`config.mk`:
```
export PLATFORM = sky130hd
export DESIGN_NAME = vend_controller_flat
export DESIGN_NICKNAME = d
export VERILOG_FILES = /design/src/rtl/vend_if.sv /design/src/rtl/vend_controller.sv /design/src/flat_wrapper.sv
export SDC_FILE = /design/constraint.sdc
export NUM_CORES = 1
export LEC_CHECK = 0
export ABC_AREA = 1
export CORE_AREA = 2 2 41 81
export CTS_CLUSTER_DIAMETER = 200
export DETAILED_ROUTE_END_ITERATION = 8
export DIE_AREA = 0 0 43 83
export PLACE_DENSITY_LB_ADDON = 0.12
export SLEW_MARGIN = 10
export SYNTH_ARGS = -nofsm -noshare
export SYNTH_HDL_FRONTEND = slang
export SYNTH_SLANG_ARGS = --single-unit
```
`constraint.sdc`:
```
create_clock -name CLK -period 2.95 [get_ports CLK]
set_clock_uncertainty 0.2 [all_clocks]
set_input_delay 0.885 -clock CLK [delete_from_list [all_inputs] [get_ports CLK]]
set_output_delay 0.885 -clock CLK [all_outputs]
set_load 0.03 [all_outputs]
```
`src/rtl/vend_if.sv`:
```
`default_nettype none
// ============================================================================
//  Module   : vend_if
//  Purpose  : Signal bundle between the vending controller and its
//             surroundings (coin encoder, item dispenser, change chute,
//             seven-segment display drivers).
//  Ports    : master - environment side: drives coin events, cancel and
//                      actuator handshakes; observes requests and status.
//             slave  - controller side: mirror image of master.
//  Revision : 1.0 - initial release
// ============================================================================
interface vend_if #(
   parameter int CREDIT_W = 5
) ();
   logic                coin_valid;
   logic [1:0]          coin_type;
   logic                cancel;
   logic                vend_ack;
   logic                chg_ready;
   logic                vend_req;
   logic                chg_valid;
   logic [1:0]          chg_type;
   logic                coin_reject;
   logic [CREDIT_W-1:0] credit;
   logic [2:0]          state;

   modport master (
      output coin_valid, coin_type, cancel, vend_ack, chg_ready,
      input  vend_req, chg_valid, chg_type, coin_reject, credit, state
   );

   modport slave (
      input  coin_valid, coin_type, cancel, vend_ack, chg_ready,
      output vend_req, chg_valid, chg_type, coin_reject, credit, state
   );
endinterface
`default_nettype wire

```
`src/rtl/vend_controller.sv`:
```
`default_nettype none
// ============================================================================
//  Module   : vend_controller
//  Purpose  : Coin-operated vending sequencer. Accumulates credit in
//             half-farthing units, requests a dispense once the price is
//             met, then pays change / refunds one coin per handshake,
//             largest coin first.
//  Ports    : CLK  - clock, rising edge
//             RES  - asynchronous active-high reset
//             bus  - vend_if.slave: coin_valid/coin_type/cancel in,
//                    vend_req/vend_ack dispense handshake,
//                    chg_valid/chg_type/chg_ready change handshake,
//                    coin_reject pulse, credit and state for display
//  Revision : 1.0 - initial release
// ============================================================================
module vend_controller #(
   parameter int PRICE    = 6,
   parameter int CREDIT_W = 5,
   parameter int TIMEOUT  = 255
) (
   input wire logic CLK,
   input wire logic RES,
   vend_if.slave    bus
);

   localparam int c_cnt_w = $clog2(TIMEOUT);

   localparam logic [CREDIT_W-1:0] c_price   = CREDIT_W'(PRICE);
   localparam logic [CREDIT_W-1:0] c_val_hf  = CREDIT_W'(1);
   localparam logic [CREDIT_W-1:0] c_val_f   = CREDIT_W'(2);
   localparam logic [CREDIT_W-1:0] c_val_p   = CREDIT_W'(8);
   localparam logic [c_cnt_w-1:0]  c_to_last = c_cnt_w'(TIMEOUT - 1);
   localparam logic [c_cnt_w-1:0]  c_cnt_one = c_cnt_w'(1);

   typedef enum logic [2:0] {
      ST_IDLE    = 3'd0,
      ST_COLLECT = 3'd1,
      ST_VEND    = 3'd2,
      ST_CHANGE  = 3'd3,
      ST_REFUND  = 3'd4
   } state_t;

   state_t              r_state, w_state_nxt;
   logic [CREDIT_W-1:0] r_credit, w_credit_nxt;
   logic [c_cnt_w-1:0]  r_count, w_count_nxt;
   logic                r_reject, w_reject_nxt;

   logic [CREDIT_W-1:0] w_coin_val;
   logic [CREDIT_W-1:0] w_credit_sum;
   logic                w_coin_ok;
   logic                w_accepting;
   logic                w_payout;
   logic [CREDIT_W-1:0] w_chg_val;
   logic [1:0]          w_chg_code;

   // Incoming coin value; code 3 contributes nothing and is rejected.
   always_comb begin
      w_coin_val = '0;
      case (bus.coin_type)
         2'd0:    w_coin_val = c_val_hf;
         2'd1:    w_coin_val = c_val_f;
         2'd2:    w_coin_val = c_val_p;
         default: w_coin_val = '0;
      endcase
   end

   // Largest coin that does not exceed the remaining credit.
   always_comb begin
      if (r_credit >= c_val_p) begin
         w_chg_val  = c_val_p;
         w_chg_code = 2'd2;
      end else if (r_credit >= c_val_f) begin
         w_chg_val  = c_val_f;
         w_chg_code = 2'd1;
      end else begin
         w_chg_val  = c_val_hf;
         w_chg_code = 2'd0;
      end
   end

   assign w_accepting  = (r_state == ST_IDLE) || (r_state == ST_COLLECT);
   assign w_payout     = (r_state == ST_CHANGE) || (r_state == ST_REFUND);
   assign w_coin_ok    = bus.coin_valid && (bus.coin_type != 2'd3) && w_accepting;
   // Cannot overflow: while accepting, credit < PRICE, and PRICE-1+8 fits.
   assign w_credit_sum = r_credit + w_coin_val;

   always_comb begin
      w_state_nxt  = r_state;
      w_credit_nxt = r_credit;
      w_count_nxt  = '0;
      // Any coin we do not bank goes back out the return chute.
      w_reject_nxt = bus.coin_valid && !w_coin_ok;

      case (r_state)
         ST_IDLE: begin
            if (w_coin_ok) begin
               w_credit_nxt = w_credit_sum;
               w_state_nxt  = (w_credit_sum >= c_price) ? ST_VEND : ST_COLLECT;
            end
         end
         ST_COLLECT: begin
            if (w_coin_ok) begin
               w_credit_nxt = w_credit_sum;
            end
            // A coin arriving with cancel is banked first, then refunded.
            if (w_coin_ok && (w_credit_sum >= c_price)) begin
               w_state_nxt = ST_VEND;
            end else if (bus.cancel) begin
               w_state_nxt = ST_REFUND;
            end else if (w_coin_ok) begin
               w_count_nxt = '0;
            end else if (r_count == c_to_last) begin
               w_state_nxt = ST_REFUND;
            end else begin
               w_count_nxt = r_count + c_cnt_one;
            end
         end
         ST_VEND: begin
            if (bus.vend_ack) begin
               w_credit_nxt = r_credit - c_price;
               w_state_nxt  = (r_credit == c_price) ? ST_IDLE : ST_CHANGE;
            end
         end
         ST_CHANGE, ST_REFUND: begin
            if (bus.chg_ready) begin
               w_credit_nxt = r_credit - w_chg_val;
               if (r_credit == w_chg_val) begin
                  w_state_nxt = ST_IDLE;
               end
            end
         end
         default: begin
            w_state_nxt  = ST_IDLE;
            w_credit_nxt = '0;
         end
      endcase
   end

   always_ff @(posedge CLK or posedge RES) begin
      if (RES) begin
         r_state  <= ST_IDLE;
         r_credit <= '0;
         r_count  <= '0;
         r_reject <= 1'b0;
      end else begin
         r_state  <= w_state_nxt;
         r_credit <= w_credit_nxt;
         r_count  <= w_count_nxt;
         r_reject <= w_reject_nxt;
      end
   end

   // All outputs decode registered state only.
   assign bus.vend_req    = (r_state == ST_VEND);
   assign bus.chg_valid   = w_payout;
   assign bus.chg_type    = w_payout ? w_chg_code : 2'd0;
   assign bus.coin_reject = r_reject;
   assign bus.credit      = r_credit;
   assign bus.state       = r_state;

endmodule
`default_nettype wire

```
`src/flat_wrapper.sv`:
```
// flat-port wrapper written by rule: the top's interface ports become plain ports
module vend_controller_flat 
#(
   parameter int PRICE    = 6,
   parameter int CREDIT_W = 5,
   parameter int TIMEOUT  = 255
)
  (CLK, RES, bus_coin_valid, bus_coin_type, bus_cancel, bus_vend_ack, bus_chg_ready, bus_vend_req, bus_chg_valid, bus_chg_type, bus_coin_reject, bus_credit, bus_state);
  vend_if #(.CREDIT_W(CREDIT_W)) bus_i ();
  input wire logic CLK;
  input wire logic RES;
  input wire logic [$bits(bus_i.coin_valid)-1:0] bus_coin_valid;
  input wire logic [$bits(bus_i.coin_type)-1:0] bus_coin_type;
  input wire logic [$bits(bus_i.cancel)-1:0] bus_cancel;
  input wire logic [$bits(bus_i.vend_ack)-1:0] bus_vend_ack;
  input wire logic [$bits(bus_i.chg_ready)-1:0] bus_chg_ready;
  output wire logic [$bits(bus_i.vend_req)-1:0] bus_vend_req;
  output wire logic [$bits(bus_i.chg_valid)-1:0] bus_chg_valid;
  output wire logic [$bits(bus_i.chg_type)-1:0] bus_chg_type;
  output wire logic [$bits(bus_i.coin_reject)-1:0] bus_coin_reject;
  output wire logic [$bits(bus_i.credit)-1:0] bus_credit;
  output wire logic [$bits(bus_i.state)-1:0] bus_state;
  assign bus_i.coin_valid = bus_coin_valid;
  assign bus_i.coin_type = bus_coin_type;
  assign bus_i.cancel = bus_cancel;
  assign bus_i.vend_ack = bus_vend_ack;
  assign bus_i.chg_ready = bus_chg_ready;
  assign bus_vend_req = bus_i.vend_req;
  assign bus_chg_valid = bus_i.chg_valid;
  assign bus_chg_type = bus_i.chg_type;
  assign bus_coin_reject = bus_i.coin_reject;
  assign bus_credit = bus_i.credit;
  assign bus_state = bus_i.state;
  vend_controller #(.PRICE(PRICE), .CREDIT_W(CREDIT_W), .TIMEOUT(TIMEOUT)) u_core (.CLK(CLK), .RES(RES), .bus(bus_i));
endmodule
```
# Word-level counts from Yosys, hierarchy flattened
# Index checks and enable logic that the tools add are counted.
op_classes:
  order_cmp: 3
  n_eq_ne: 17
  mux: 26
  addsub: 4
  n_reduce_logical: 13
op_table:
  columns: ["operator", "n"]
  rows:
  - ["$mux W8", 5]
  - ["$mux W3", 8]
  - ["$mux W5", 4]
  - ["$pmux W5 S3", 1]
  - ["$pmux W3 S4", 1]
  - ["$pmux W4 S3", 1]
  - ["$mux W2", 5]
  - ["$add A8 B1 Y8 const B", 1]
  - ["$eq A8 B8 Y1 const B", 1]
  - ["$ne A4 B4 Y1 const B", 2]
  - ["$eq A3 B2 Y1 const B", 2]
  - ["$ne A2 B1 Y1 const B", 3]
  - ["$ne A2 B2 Y1 const B", 3]
  - ["$reduce_and A6 Y1", 1]
  - ["$add A5 B4 Y5", 1]
  - ["$eq A5 B3 Y1 const B", 1]
  - ["$eq A5 B5 Y1", 1]
  - ["$ge A5 B2 Y1 const B", 1]
  - ["$ge A5 B3 Y1 const B", 1]
  - ["$ge A5 B4 Y1 const B", 1]
  - ["$sub A5 B3 Y5 const B", 1]
  - ["$sub A5 B5 Y5", 1]
  - ["$logic_and A1 B1 Y1", 4]
  - ["$reduce_or A2 Y1", 2]
  - ["10 further kinds", 11]
word_totals:
  register_bits: 17
  output_inout_bits: 13
  inputBits: 8

# Depth between registers and ports, before layout
# Gate-level depths: netlist (run 1).
logic_depth:
  depth_word: 7
  ltp_mapped: 17

# Worst setup path after synthesis (run 1)
# OpenSTA, ideal clock, no wires.
synth_timing:
  path_kind: "register -> output"
  from: "register u_core.r_credit[1], in the netlist u_core.bus.credit[1]"
  to: "output bus_chg_type[0]"
  path_stages_with_launch: 8
  slack_ps: 109
  arrival_ps: 1756
  cell_sequence: "dfrtp_1 -> inv_1 -> ha_1 -> nand2_1 -> inv_1 -> nor2_1 -> inv_1 -> nor2_1"
synth_via:
  elab_chain_len: 4
synth_lines:
  columns: ["element", "line_no", "rtl"]
  rows:
  - ["from (decl)", "vend_controller.sv:44", "logic [CREDIT_W-1:0] r_credit, w_credit_nxt;"]
  - ["from (signal assigned)", "vend_controller.sv:147", "r_credit <= w_credit_nxt;"]
  - ["$ge A5 B2 Y1", "vend_controller.sv:72", "end else if (r_credit >= c_val_f) begin"]
  - ["$mux W1", "vend_controller.sv:72", null]
  - ["$mux W2 *", "vend_controller.sv:69", "if (r_credit >= c_val_p) begin"]
  - ["$mux W2 *", "vend_controller.sv:156", "assign bus.chg_type = w_payout ? w_chg_code : 2'd0;"]
  - ["to (decl)", "flat_wrapper.sv:19", "output wire logic [$bits(bus_i.chg_type)-1:0] bus_chg_type;"]
# Mark *: on every way between the ends. The rest lies on a longest branch, timed or not.

# Worst setup path in the final report (run 1)
layout_timing:
  from: "register u_core.r_state[1], in the netlist u_core.bus.state[1]"
  to: "output bus_chg_type[1]"
layout_via:
  elab_chain_len: 3
layout_lines:
  columns: ["element", "line_no", "rtl"]
  rows:
  - ["from (decl)", "vend_controller.sv:43", "state_t r_state, w_state_nxt;"]
  - ["from (signal assigned)", "vend_controller.sv:146", "r_state <= w_state_nxt;"]
  - ["$eq A3 B2 Y1 / $eq A3 B3 Y1 (equally long branches)", "vend_controller.sv:82", "assign w_payout = (r_state == ST_CHANGE) || (r_state == ST_REFUND);"]
  - ["$logic_or A1 B1 Y1 *", "vend_controller.sv:82", null]
  - ["$mux W2 *", "vend_controller.sv:156", null]
# Marked as above.

==> results.sh, run 1 <==
export IMPL_crit_path_start_kind="flop"
export IMPL_vdd_drop_max_mv=0.586
export IMPL_synthArstFlopShare_pct=100
export IMPL_rows=28
export IMPL_ys_seq_elements=17
export IMPL_ys_types=34
export IMPL_nets=251
export IMPL_cts_tree="yes"
export IMPL_cts_sinks=17
export IMPL_synth_flop_cell="dfrtp_1"
export IMPL_cp_max_fo=7
export IMPL_cp_cell_sequence="nor2_2 -> nor2_2 -> nor2_4 -> inv_1 -> nor2_1 -> dlygate4sd2_1"
export IMPL_rsz0062_at_grt="no"
export IMPL_grt_pass1_vias=1484
export IMPL_dp_hpwl_mm=2.95
export IMPL_r2r_cells=14
export IMPL_drv_cap=0
export IMPL_cp_arrival_ps=1710
export IMPL_dieArea_mm2=0.00357
export IMPL_ant_nets=0
export IMPL_ff_latch_area_um2=425
export IMPL_dr_total_vias=1401
export IMPL_multi_input_area_um2=895
export IMPL_ctsRootBufferMaster="clkbuf_8"
export IMPL_critical_path_buf_inv_count=2
export IMPL_drtIter0Drc=33
export IMPL_yosys_warnings=0
export IMPL_setup_viol=0
export IMPL_io_pins=21
export IMPL_die_w_um=43
export IMPL_cp_end_kind="primary output"
export IMPL_gp_congestion=0.954
export IMPL_synth_top_cell_area_share_pct=29.5
export IMPL_crit_type="reg2out"
export IMPL_dr_pass1_iters=4
export IMPL_htreeDepth=1
export IMPL_synth_area_mm2=0.00144
export IMPL_whs_ps=322
export IMPL_layout_drive_gt1_share_pct=17.5
export IMPL_ys_seq_area_share_pct=29.5
export IMPL_synthTopCellsByArea="dfrtp_1, nand2_1, ha_1"
export IMPL_crit_start="u_core.bus.state[1]"
export IMPL_slew_headroom_pct=58.2
export IMPL_drc=0
export IMPL_synth_common_cells="nand2_1, inv_1, nor2_1, nand3_1, dfrtp_1"
export IMPL_clk_pin_slew_ps=60
export IMPL_wire_per_inst_um=13.7
export IMPL_critPathRequiredTime_ps=1870
export IMPL_num_antenna_cells=0
export IMPL_synth_nets=216
export IMPL_worstHoldPathType="reg2reg"
export IMPL_outcome="complete, no violations"
export IMPL_numCtsBuffers=3
export IMPL_path_depth=6
export IMPL_via_per_inst=5.41
export IMPL_antenna_found_initial=0
export IMPL_hold_viol_final=0
export IMPL_nFillCells=303
export IMPL_grt_max_degree=18
export IMPL_min_period_ps=2800
export IMPL_syn_avg_cell_area_um2=7.39
export IMPL_synthCells=195
export IMPL_hp_start="u_core.r_count[0]"
export IMPL_powerDensity_mw_per_mm2=1080
export IMPL_portBuffers=20
export IMPL_crit_path_frequent_cell="nor2_2"
export IMPL_yosys_area_top_type="dfrtp_1"
export IMPL_fp_dieH_um=83
export IMPL_clk_latency_ps=250
export IMPL_setup_slack_ps=151
export IMPL_post_cts_buffers=0
export IMPL_routed_wirelength_mm=3.54
export IMPL_slew_violations=0
export IMPL_finalSetupTns_ps=0
export IMPL_cp_top_family="buffers and inverters"
export IMPL_core_area_mm2=0.00294
export IMPL_worst_pin_slew_ps=627
export IMPL_synth_most_common_cell="nand2_1"
export IMPL_leakage_nw=0.930
export IMPL_initial_utilization_pct=48.9
export IMPL_reg2reg_from="u_core.bus.credit[1]"
export IMPL_max_clock_freq_ghz=0.357
export IMPL_grt_usage_pct=22.3
export IMPL_cpMaxStageDelayCell="dfrtp_1"
export IMPL_critical_path_max_stage_delay_ps=470
export IMPL_grt_pass1_wl_mm=6.15
export IMPL_syn_to_final_growth_pct=25.3
export IMPL_synth_edff_count=0
export IMPL_holdPathStages=1
export IMPL_fin_crit_sh_pct=94.9
export IMPL_cts_buffer_depth=2
export IMPL_overflow=0
export IMPL_place_ws_ps=-294
-- sequential cells by signal, summed over array words and instances (netlist names) --
name / cells
u_core.bus.state: 3
u_core.bus.coin_reject: 1
u_core.bus.credit: 5
u_core.r_count: 8
-- metal layers --
layer | routed length [um] | GRT usage (%)
met3 | 83 | 1.96
met1 | 1190 | 19.8
met2 | 2060 | 43.3
met5 | 0 | 0
met4 | 203 | 15.2
-- worst paths after layout --
check	to	slack [ps]
setup / recovery	bus_chg_type[1]	150
hold / removal	u_core.r_count[0]	320
setup reg to reg	u_core.bus.state[2]	440
hold reg to reg	u_core.r_count[0]	320
max in group asynchronous	u_core.bus.credit[0]	1330
min in group asynchronous	u_core.bus.credit[3]	810
-- layout by cell type (no fill, tap or decap), types with 2 or more instances in the layout --
cell	n
dlygate4sd2_1	3
xor2_1	3
nand2_2	4
nor2_2	4
o21ai_0	9
clkbuf_8	3
nand4_1	2
a21oi_1	4
nor2_1	22
nand3_1	20
dfrtp_1	17
o21ai_2	2
or2_2	2
nor2_4	3
inv_1	31
o21ai_4	2
ha_1	11
nand2_1	38
buf_4	12
clkdlybuf4s50_1	14
nor3_1	3
dlymetal6s2s_1	2
-- metrics by stage --
step | total power, mW | util [%] | cells | cell area (um^2)
3_3_place_gp | 1.76 | 59.5 | 255 | 1750
3_5_place_dp | 1.79 | 59.5 | 255 | 1750
6_report | 1.96 | 61.3 | 259 | 1800
4_1_cts | 1.96 | 61.1 | 259 | 1800
5_1_grt | 2.13 | 61.3 | 259 | 1800
2_1_floorplan | 1.33 | - | 195 | 1440
-- final cells by class --
class | count | share of cell area (%)
Clock buffer | 4 | 2.50
Inverter | 32 | 6.66
Multi-Input combinational cell | 145 | 49.6
Sequential cell | 17 | 23.6
Tap cell | 30 | 2.08
Timing Repair Buffer | 31 | 15.6
-- cells by family (layout without fill, tap and decap cells) --
group,after synthesis,in the layout,synth area share (%)
simple gates,102,102,33.3
buf+inv,33,67,8.86
compound gates,26,26,13.6
flops,17,17,29.5
fa+ha+maj,13,13,12.3
xor+xnor,4,4,2.43
-- repair_timing --
action	4_1_cts	5_1_grt
hold endpoints to repair	0	0
gates cloned	0	0
setup endpoints to repair	6	6
gates resized for setup	6	2
hold buffers	0	0
-- worst register-to-register path, delay by kind of cell (launching register included) --
| kind | cells | cell delay, ps |
|---|---|---|
| AO/OA/AOI/OAI | 3 | 380 |
| adder cells (fa/ha/maj) | 2 | 460 |
| buffers and inverters | 3 | 300 |
| flip-flops | 1 | 470 |
| AND/OR/NAND/NOR | 6 | 600 |
-- power breakdown --
part           leakage (nW)  internal, mW  total [mW]  switching (mW)
Combinational         0.682         0.544        1.40           0.859
Clock                0.0228        0.0958       0.169          0.0737
Sequential            0.225         0.292       0.383          0.0909
(Power assumes the default switching activity.)
==> inputs of run 2 (changes only) <==
--- a/config.mk
+++ b/config.mk
@@ -10,6 +10,7 @@
 export CTS_CLUSTER_DIAMETER = 200
 export DETAILED_ROUTE_END_ITERATION = 8
 export DIE_AREA = 0 0 43 83
+export GPL_TIMING_DRIVEN = 0
 export PLACE_DENSITY_LB_ADDON = 0.12
 export SLEW_MARGIN = 10
 export SYNTH_ARGS = -nofsm -noshare
==> results.sh, run 2 (synthesized netlist as in run 1, its figures left out) <==
export IMPL_outcome="complete, no violations"
export IMPL_crit_type="reg2out"
export IMPL_gp_congestion=0.903
export IMPL_dr_total_vias=1342
export IMPL_grt_usage_pct=20.8
export IMPL_antenna_found_initial=0
export IMPL_dp_hpwl_mm=2.79
export IMPL_cp_end_kind="primary output"
export IMPL_leakage_nw=0.859
export IMPL_cpMaxStageDelayCell="dfrtp_1"
export IMPL_whs_ps=314
export IMPL_ctsRootBufferMaster="clkbuf_8"
export IMPL_cp_max_fo=6
export IMPL_worstHoldPathType="reg2reg"
export IMPL_crit_path_start_kind="flop"
export IMPL_rsz0062_at_grt="no"
export IMPL_power_frac_seq_pct=20.2
export IMPL_clockPowerShare_pct=9.0
export IMPL_largest_register_ffs=8
export IMPL_cp_arrival_ps=1710
export IMPL_drv_cap=0
export IMPL_r2r_cells=13
export IMPL_max_clock_freq_ghz=0.357
export IMPL_worst_pin_slew_ps=651
export IMPL_dieArea_mm2=0.00357
export IMPL_most_common_layout_cells="nand2_1, inv_1, nor2_1, nand3_1, dfrtp_1"
export IMPL_htreeDepth=1
export IMPL_slew_violations=0
export IMPL_finalSetupTns_ps=0
export IMPL_nFillCells=281
export IMPL_netSwitchingFraction_pct=53.5
export IMPL_largest_register="u_core.r_count"
export IMPL_routed_wirelength_mm=3.42
export IMPL_p_sw_mw=1.02
export IMPL_critPathRequiredTime_ps=1870
export IMPL_setup_viol=0
export IMPL_cts_tree="yes"
export IMPL_min_period_ps=2800
export IMPL_cts_buffer_depth=2
export IMPL_internal_power_mw=0.890
export IMPL_vdd_drop_max_mv=0.570
export IMPL_die_w_um=43
export IMPL_combPwrFrac_pct=70.8
export IMPL_initial_utilization_pct=48.9
export IMPL_syn_to_final_growth_pct=22.0
export IMPL_nets=242
export IMPL_cts_hold_buf=0
export IMPL_clk_pin_slew_ps=60
export IMPL_portBuffers=20
export IMPL_wire_per_inst_um=13.7
export IMPL_dr_pass1_iters=4
export IMPL_rows=28
export IMPL_numCtsBuffers=3
export IMPL_via_per_inst=5.37
export IMPL_ant_nets=0
export IMPL_fp_dieH_um=83
export IMPL_powerDensity_mw_per_mm2=1090
export IMPL_final_common_cell="nand2_1"
export IMPL_cp_cell_sequence="inv_2 -> nand3_1 -> inv_1 -> dlygate4sd2_1"
export IMPL_drtIter0Drc=35
export IMPL_core_area_mm2=0.00294
export IMPL_hold_viol_final=0
export IMPL_fin_crit_sh_pct=94.9
export IMPL_clk_latency_ps=250
export IMPL_slew_headroom_pct=56.6
export IMPL_num_antenna_cells=0
export IMPL_overflow=0
export IMPL_cts_sinks=17
export IMPL_grt_pass1_vias=1313
export IMPL_io_pins=21
export IMPL_holdPathStages=1
export IMPL_critical_path_max_stage_delay_ps=430
export IMPL_layout_drive_gt1_share_pct=18.6
export IMPL_drc=0
export IMPL_grt_max_degree=18
export IMPL_grt_pass1_wl_mm=5.78
## run 2: worst paths after layout
| check | to | start | slack, ps |
|---|---|---|---|
| min | u_core.r_count[0] | u_core.r_count[0] | 310 |
| max in group asynchronous | u_core.bus.credit[1] | RES | 1280 |
| min in group asynchronous | u_core.bus.credit[3] | RES | 820 |
| max reg2reg | u_core.bus.state[2] | u_core.bus.credit[1] | 380 |
| min reg2reg | u_core.r_count[0] | u_core.r_count[0] | 310 |
| max | bus_vend_req | u_core.bus.state[2] | 150 |
## run 2: layout make-up
cell class	count	area, um^2	area share [%]
multi-input combinational	145	923	52.6
sequential	17	427	24.3
timing repair buffer	21	196	11.2
inverter	32	120	6.84
clock buffer	4	45.0	2.56
tap	30	37.5	2.14
buffer	1	7.51	0.427
## run 2: power by group through the flow
stage,combinational (mW),sequential (mW),clock [mW]
floorplan,0.870,0.462,0
global placement,1.29,0.384,0
detailed placement,1.32,0.388,0
CTS,1.31,0.386,0.175
global route,1.50,0.397,0.185
finish,1.35,0.387,0.173
## run 2: per-layer routing
layer  GRT usage [%]  vias up  routed length [um]
li1                -      679                   -
met1            21.0      627                1210
met2            39.1       26                1990
met3           0.870       10                  53
met4            12.7        0                 163
met5               0        -                   0
## run 2: metrics by stage
step | utilization [%] | setup WS (ps) | total power, mW | instances | instance area (um^2)
after floorplan | - | 109 | 1.33 | 195 | 1440
after global placement | 57.0 | -349 | 1.68 | 245 | 1680
after detailed placement | 57.0 | -410 | 1.71 | 245 | 1680
after CTS | 58.7 | 16.4 | 1.88 | 249 | 1730
after global routing | 59.7 | 2.69 | 2.09 | 250 | 1760
final | 59.7 | 151 | 1.91 | 250 | 1760
## run 2: repair_timing
action / 4_1_cts / 5_1_grt
endpoints found under the setup margin: 7 / 5
pin swaps: 1 / 2
buffers inserted: 0 / 1
gates resized for setup: 17 / 12
## run 2: critical path: cells and delay by family, from the launching register on
kind | cells | cell delay, ps
buffers and inverters | 3 | 780
and+or+nand+nor | 1 | 240
DFF | 1 | 430
